--- src/rtl/encap_hdr_gen.sv ---
// encap_hdr_gen
//   Prepends a 42-byte outer header (Ethernet + 802.1Q + IPv4 + GRE) to an
//   inner frame and realigns the payload by two bytes onto a 64-bit bus.
//   With encap_en=0 the frame is forwarded unchanged with one cycle latency.
//
// Ports
//   clk, rst_n                 core clock, asynchronous active-low reset
//   mac_da, mac_sa             outer MAC addresses
//   vlan                       802.1Q TCI
//   ip_sa, ip_da               outer IPv4 addresses
//   gre_header                 GRE flags/version/protocol word
//   identification             IPv4 ID base (per-packet counter is added)
//   ttl, dscp_ecn              IPv4 fields
//   encap_en                   1=encapsulate, 0=pass-through
//   in_*                       inner frame stream (valid/ready, byte 0 in [63:56])
//   out_*                      outer frame stream, same encoding
//   err_nosop                  one-cycle pulse when a non-sop beat is dropped in IDLE
`timescale 1ns/1ps
module encap_hdr_gen #(
    parameter logic [7:0]  GRE_PROTO_IP = 8'h2F,
    parameter logic [15:0] IP_FLAGS     = 16'h4000
) (
    input  logic        clk,
    input  logic        rst_n,
    input  logic [47:0] mac_da,
    input  logic [47:0] mac_sa,
    input  logic [15:0] vlan,
    input  logic [31:0] ip_sa,
    input  logic [31:0] ip_da,
    input  logic [31:0] gre_header,
    input  logic [15:0] identification,
    input  logic [7:0]  ttl,
    input  logic [7:0]  dscp_ecn,
    input  logic        encap_en,
    input  logic        in_valid,
    output logic        in_ready,
    input  logic [63:0] in_data,
    input  logic        in_sop,
    input  logic        in_eop,
    input  logic [2:0]  in_mod,
    input  logic [15:0] in_len,
    output logic        out_valid,
    input  logic        out_ready,
    output logic [63:0] out_data,
    output logic        out_sop,
    output logic        out_eop,
    output logic [2:0]  out_mod,
    output logic        err_nosop
);

    typedef enum logic [2:0] {
        S_IDLE,
        S_HDR,
        S_FIRST,
        S_BODY,
        S_TAIL,
        S_PASS
    } state_t;

    state_t      state_q, state_d;

    // Per-packet configuration snapshot
    logic [47:0] da_q, sa_q;
    logic [15:0] vlan_q;
    logic [31:0] ip_sa_q, ip_da_q, gre_q;
    logic [15:0] id_q, tot_len_q;
    logic [7:0]  ttl_q, dscp_q;

    logic [15:0] id_cnt_q, id_cnt_d;
    logic [15:0] csum_q;
    logic [2:0]  hdr_cnt_q, hdr_cnt_d;
    logic [15:0] carry_q, carry_d;
    logic [2:0]  tail_mod_q, tail_mod_d;

    logic [63:0] out_data_q, out_data_d;
    logic        out_valid_q, out_valid_d;
    logic        out_sop_q, out_sop_d;
    logic        out_eop_q, out_eop_d;
    logic [2:0]  out_mod_q, out_mod_d;
    logic        err_q, err_d;

    logic        latch;
    logic        adv;
    logic [3:0]  n_eop;
    logic [335:0] hdr_vec;
    logic [63:0] hdr_beat;

    // IPv4 header checksum over the latched fields (csum word taken as zero)
    logic [31:0] csum_sum, csum_f1, csum_f2;

    always_comb begin
        csum_sum = {16'h0, 8'h45, dscp_q} + {16'h0, tot_len_q} + {16'h0, id_q}
                 + {16'h0, IP_FLAGS} + {16'h0, ttl_q, GRE_PROTO_IP}
                 + {16'h0, ip_sa_q[31:16]} + {16'h0, ip_sa_q[15:0]}
                 + {16'h0, ip_da_q[31:16]} + {16'h0, ip_da_q[15:0]};
        csum_f1  = {16'h0, csum_sum[15:0]} + {16'h0, csum_sum[31:16]};
        csum_f2  = {16'h0, csum_f1[15:0]} + {16'h0, csum_f1[31:16]};
    end

    assign hdr_vec = {da_q, sa_q, 16'h8100, vlan_q, 16'h0800,
                      8'h45, dscp_q, tot_len_q, id_q, IP_FLAGS,
                      ttl_q, GRE_PROTO_IP, csum_q, ip_sa_q, ip_da_q, gre_q};

    always_comb begin
        hdr_beat = '0;
        case (hdr_cnt_q)
            3'd0:    hdr_beat = hdr_vec[335:272];
            3'd1:    hdr_beat = hdr_vec[271:208];
            3'd2:    hdr_beat = hdr_vec[207:144];
            3'd3:    hdr_beat = hdr_vec[143:80];
            3'd4:    hdr_beat = hdr_vec[79:16];
            default: hdr_beat = '0;
        endcase
    end

    assign adv   = out_ready | ~out_valid_q;
    assign n_eop = (in_mod == 3'd0) ? 4'd8 : {1'b0, in_mod};

    always_comb begin
        state_d     = state_q;
        id_cnt_d    = id_cnt_q;
        hdr_cnt_d   = hdr_cnt_q;
        carry_d     = carry_q;
        tail_mod_d  = tail_mod_q;
        out_data_d  = out_data_q;
        out_valid_d = out_valid_q;
        out_sop_d   = out_sop_q;
        out_eop_d   = out_eop_q;
        out_mod_d   = out_mod_q;
        err_d       = 1'b0;
        latch       = 1'b0;
        in_ready    = 1'b0;

        case (state_q)
            S_IDLE: begin
                // The sop beat is left on the bus; HDR/PASS consumes it later.
                in_ready = ~in_sop;
                if (adv) out_valid_d = 1'b0;
                if (in_valid) begin
                    if (in_sop) begin
                        latch     = 1'b1;
                        hdr_cnt_d = '0;
                        state_d   = encap_en ? S_HDR : S_PASS;
                    end else begin
                        err_d = 1'b1;
                    end
                end
            end

            S_HDR: begin
                if (adv) begin
                    out_valid_d = 1'b1;
                    out_data_d  = hdr_beat;
                    out_sop_d   = (hdr_cnt_q == 3'd0);
                    out_eop_d   = 1'b0;
                    out_mod_d   = '0;
                    hdr_cnt_d   = hdr_cnt_q + 3'd1;
                    if (hdr_cnt_q == 3'd4) state_d = S_FIRST;
                end
            end

            S_FIRST, S_BODY: begin
                in_ready = adv;
                if (adv) begin
                    out_valid_d = in_valid;
                    if (in_valid) begin
                        out_data_d = {(state_q == S_FIRST) ? hdr_vec[15:0] : carry_q,
                                      in_data[63:16]};
                        carry_d    = in_data[15:0];
                        out_sop_d  = 1'b0;
                        out_eop_d  = 1'b0;
                        out_mod_d  = '0;
                        state_d    = S_BODY;
                        if (in_eop) begin
                            // Up to 6 bytes fit beside the 2 carried bytes;
                            // 7 or 8 spill into an extra TAIL beat.
                            if (n_eop <= 4'd6) begin
                                out_eop_d = 1'b1;
                                out_mod_d = 3'(n_eop + 4'd2);
                                id_cnt_d  = id_cnt_q + 16'd1;
                                state_d   = S_IDLE;
                            end else begin
                                tail_mod_d = 3'(n_eop - 4'd6);
                                state_d    = S_TAIL;
                            end
                        end
                    end
                end
            end

            S_TAIL: begin
                if (adv) begin
                    out_valid_d = 1'b1;
                    out_data_d  = {carry_q, 48'h0};
                    out_sop_d   = 1'b0;
                    out_eop_d   = 1'b1;
                    out_mod_d   = tail_mod_q;
                    id_cnt_d    = id_cnt_q + 16'd1;
                    state_d     = S_IDLE;
                end
            end

            S_PASS: begin
                in_ready = adv;
                if (adv) begin
                    out_valid_d = in_valid;
                    if (in_valid) begin
                        out_data_d = in_data;
                        out_sop_d  = in_sop;
                        out_eop_d  = in_eop;
                        out_mod_d  = in_mod;
                        if (in_eop) state_d = S_IDLE;
                    end
                end
            end

            default: state_d = S_IDLE;
        endcase
    end

    always_ff @(posedge clk or negedge rst_n) begin
        if (!rst_n) begin
            state_q     <= S_IDLE;
            da_q        <= '0;
            sa_q        <= '0;
            vlan_q      <= '0;
            ip_sa_q     <= '0;
            ip_da_q     <= '0;
            gre_q       <= '0;
            id_q        <= '0;
            tot_len_q   <= '0;
            ttl_q       <= '0;
            dscp_q      <= '0;
            id_cnt_q    <= '0;
            csum_q      <= '0;
            hdr_cnt_q   <= '0;
            carry_q     <= '0;
            tail_mod_q  <= '0;
            out_data_q  <= '0;
            out_valid_q <= 1'b0;
            out_sop_q   <= 1'b0;
            out_eop_q   <= 1'b0;
            out_mod_q   <= '0;
            err_q       <= 1'b0;
        end else begin
            state_q     <= state_d;
            id_cnt_q    <= id_cnt_d;
            hdr_cnt_q   <= hdr_cnt_d;
            carry_q     <= carry_d;
            tail_mod_q  <= tail_mod_d;
            out_data_q  <= out_data_d;
            out_valid_q <= out_valid_d;
            out_sop_q   <= out_sop_d;
            out_eop_q   <= out_eop_d;
            out_mod_q   <= out_mod_d;
            err_q       <= err_d;
            // Follows the latched fields by one cycle; settled long before beat 3.
            csum_q      <= ~csum_f2[15:0];
            if (latch) begin
                da_q      <= mac_da;
                sa_q      <= mac_sa;
                vlan_q    <= vlan;
                ip_sa_q   <= ip_sa;
                ip_da_q   <= ip_da;
                gre_q     <= gre_header;
                id_q      <= identification + id_cnt_q;
                tot_len_q <= in_len + 16'd24;
                ttl_q     <= ttl;
                dscp_q    <= dscp_ecn;
            end
        end
    end

    assign out_valid = out_valid_q;
    assign out_data  = out_data_q;
    assign out_sop   = out_sop_q;
    assign out_eop   = out_eop_q;
    assign out_mod   = out_mod_q;
    assign err_nosop = err_q;

endmodule

--- config.mk ---
export PLATFORM = sky130hd
export DESIGN_NAME = encap_hdr_gen
export DESIGN_NICKNAME = d
export VERILOG_FILES = /design/src/rtl/encap_hdr_gen.sv
export SDC_FILE = /design/constraint.sdc
export NUM_CORES = 1
export LEC_CHECK = 0
export ABC_AREA = 1
export CAP_MARGIN = 20
export CORE_MARGIN = 1
export CORE_UTILIZATION = 39
export DETAILED_ROUTE_END_ITERATION = 10
export DONT_BUFFER_PORTS = 1
export PLACE_DENSITY = 0.6
export SETUP_SLACK_MARGIN = 0.02
export SLEW_MARGIN = 20
export SYNTH_ARGS = -nofsm -noshare
export SYNTH_HDL_FRONTEND = slang
export SYNTH_SLANG_ARGS = --single-unit
--- constraint.sdc ---
create_clock -name clk -period 8.5 [get_ports clk]
set_input_delay 1.275 -clock clk [delete_from_list [all_inputs] [get_ports clk]]
set_output_delay 1.275 -clock clk [all_outputs]
set_load 0.05 [all_outputs]
==> reports/results.tsv <==
metric	value	unit
ys_async_sr_fraction	100	%
syn_to_final_growth	9.89	%
portBuffers	0	
regToRegEndpoint	csum_q[15]	
firstDrtPassIters	6	
drive_gt1_share	5.26	%
most-common-layout-cells	782 x nand2_1, 456 x inv_1, 384 x dfrtp_1, 296 x o21ai_0, 88 x nor2_1	
skew	0.0233	ns
wl_per_cell	25.3	µm
core-area	55400	µm²
via_per_inst	5.43	
path_class	flop to flop	
io_pins	402	
synth_cell_type_count	47	
status	finished, final reports clean	
r2r_slack	0.74	ns
drt_wl_total	87400	µm
grt_usage	30.3	%
synth_top_flop_cell	dfrtp_1	
yosys_warnings	0	
dr_total_vias	18800	
drv_slew	0	
syn_inst	2719	
cts_sinks	384	
final_antenna_net_count	0	
place_hpwl	67100	µm
design.die.area	57500	µm²
cp_common_cell	nand2_1	
final_hold_viol_count	0	
gp_congestion	0.972	
worstReg2RegStart	ip_sa_q[12]	
required	8.97	ns
rows	86	
first_global_vias	18400	
path_clk_slew	0.06	ns
final_nets	3139	
final_common_cell	nand2_1	
max_freq	129	MHz
cp_max_fo	5	
maxCapViolations	0	
rsz0062_at_grt	no	
ff2ff_path_depth	44	
min_path_type	primary input to async pin	
post-route-period-util	91.3	%
tritoncts	yes	
syn_nets	3192	
slew_headroom	26.7	%
initial_core_util	39.8	%
critPathCaptureType	flop	
seq_area_frac_synth	43.6	%
min_period	7.76	ns
setup_viol	0	
cpLargestDelayFamily	adder cells	
crit_path_end	csum_q[15]	
antenna_found_initial	8	
die_w	240	µm
cpMaxStageDelayCell	fa_1	
hold_slack	0.382	ns
path_buf_inv	7	
drc_errors	0	
ys_seq_elements	384	
max_stage_delay	0.55	ns
clock_latency	0.60	ns
overflow	0	
synth_edf_count	0	
grt_max_degree	385	
place_ws	0.720	ns
syn_area	22000	µm²
tightest_slew	1.10	ns
cts-root-buf	clkbuf_16	
ctsHtreeMaxLevel	2	
crit_cells	44	
grt_pass1_wl	125000	µm
crit_start	ip_sa_q[12]	
avgSynthCellArea	8.11	µm²
drtIter0Drc	1713	
finalSetupTns	0	ns
cts_buffers	46	
start_kind	flop	
arrival	8.23	ns
die_h	240	µm
setup_ws	0.739	ns
cts_buffer_depth	3	
## final cells by class
type	instances	area [µm²]
fill	5537	31200
timing repair buffer	22	178
sequential	384	9610
clock inverter	15	203
multi-input combinational	1748	10200
tap	748	936
clock buffer	66	1370
antenna	4	10.0
inverter	464	1740
## state kept, by name, summed over array words and instances (netlist names), 3 cells and up
name        cells
gre_q          32
hdr_cnt_q       3
tot_len_q      16
out_data       64
sa_q           48
tail_mod_q      3
ip_da_q        32
carry_q        16
id_cnt_q       16
csum_q         16
ttl_q           8
da_q           48
state_q         3
dscp_q          8
out_mod         3
id_q           16
vlan_q         16
ip_sa_q        32
## per-layer routing
| metal | up-vias | routed length (µm) | share of wire, % | track usage, % |
|---|---|---|---|---|
| met2 | 811 | 40300 | 46 | 48.6 |
| met4 | 12 | 3350 | 3.8 | 10.7 |
| met1 | 9234 | 36000 | 41 | 39.9 |
| met5 | - | 80 | 0.092 | 0 |
| li1 | 8560 | - | - | - |
| met3 | 138 | 7640 | 8.7 | 6.87 |
## worst register-to-register path, delay by kind of cell, from the launching register on
kind	cells	cell delay, ns
compound gates	3	0.41
simple gates	26	2.87
xor+xnor	1	0.19
flops	1	0.48
fa+ha+maj	7	3.13
buf+inv	7	0.57
## how the worst min path moves through the flow
stage,startpoint,to,slack (ns),cells after the start
after global placement,da_q[46],da_q[46],0.46,2
after CTS,rst_n,da_q[40],0.37,0
after floorplan,da_q[0],da_q[0],0.44,2
after detailed placement,sa_q[23],sa_q[23],0.46,2
final,rst_n,da_q[28],0.38,0
after global routing,rst_n,da_q[40],0.36,0
## cell usage after synthesis (4+ instances only)
cell | instances | area share (%)
nand2_1 | 785 | 13
inv_1 | 456 | 7.8
dfrtp_1 | 384 | 44
o21ai_0 | 297 | 6.7
nor2_1 | 90 | 1.5
a21oi_1 | 84 | 1.9
fa_1 | 81 | 7.4
clkbuf_1 | 79 | 1.3
o22ai_1 | 72 | 2.0
ha_1 | 62 | 3.5
nand3_1 | 54 | 1.2
buf_2 | 38 | 0.86
o221ai_1 | 30 | 1.2
a221oi_1 | 27 | 1.1
xor2_1 | 22 | 0.87
xnor2_1 | 20 | 0.79
nand4_1 | 14 | 0.40
o211ai_1 | 13 | 0.44
a211oi_1 | 12 | 0.41
nor2_2 | 10 | 0.28
a31oi_1 | 9 | 0.26
nand2_4 | 7 | 0.36
a22oi_1 | 6 | 0.20
inv_2 | 6 | 0.10
o21bai_1 | 6 | 0.20
o311ai_0 | 6 | 0.24
nand3_2 | 5 | 0.23
nor2_4 | 5 | 0.26
nand2_2 | 4 | 0.11
nor3_1 | 4 | 0.091
## stage by stage
step	std cells	utilization, %	area (µm²)
after floorplan	2719	-	22000
after global placement	3365	40.8	22600
after detailed placement	3365	40.8	22600
after CTS	3446	43.7	24200
after global routing	3449	43.7	24200
final	3451	43.7	24200
## cells by family after synthesis
logic type,after synthesis,share of synthesized area (%)
buffers and inverters,587,10.3
XOR/XNOR,42,1.67
adder cells (fa/ha/maj),143,10.9
AO/OA/AOI/OAI,579,15.4
flip-flops,384,43.6
AND/OR/NAND/NOR,984,18.2
## repair_timing
action | 4_1_cts | 5_1_grt
hold endpoints to repair | 0 | 0
setup endpoints to repair | 0 | 2
resized for setup | 0 | 2
buffers inserted | 0 | 1
hold buffers | 0 | 0
Power is not shown: default switching activity piles up to over one toggle a cycle in this logic, so the estimate is an artifact.
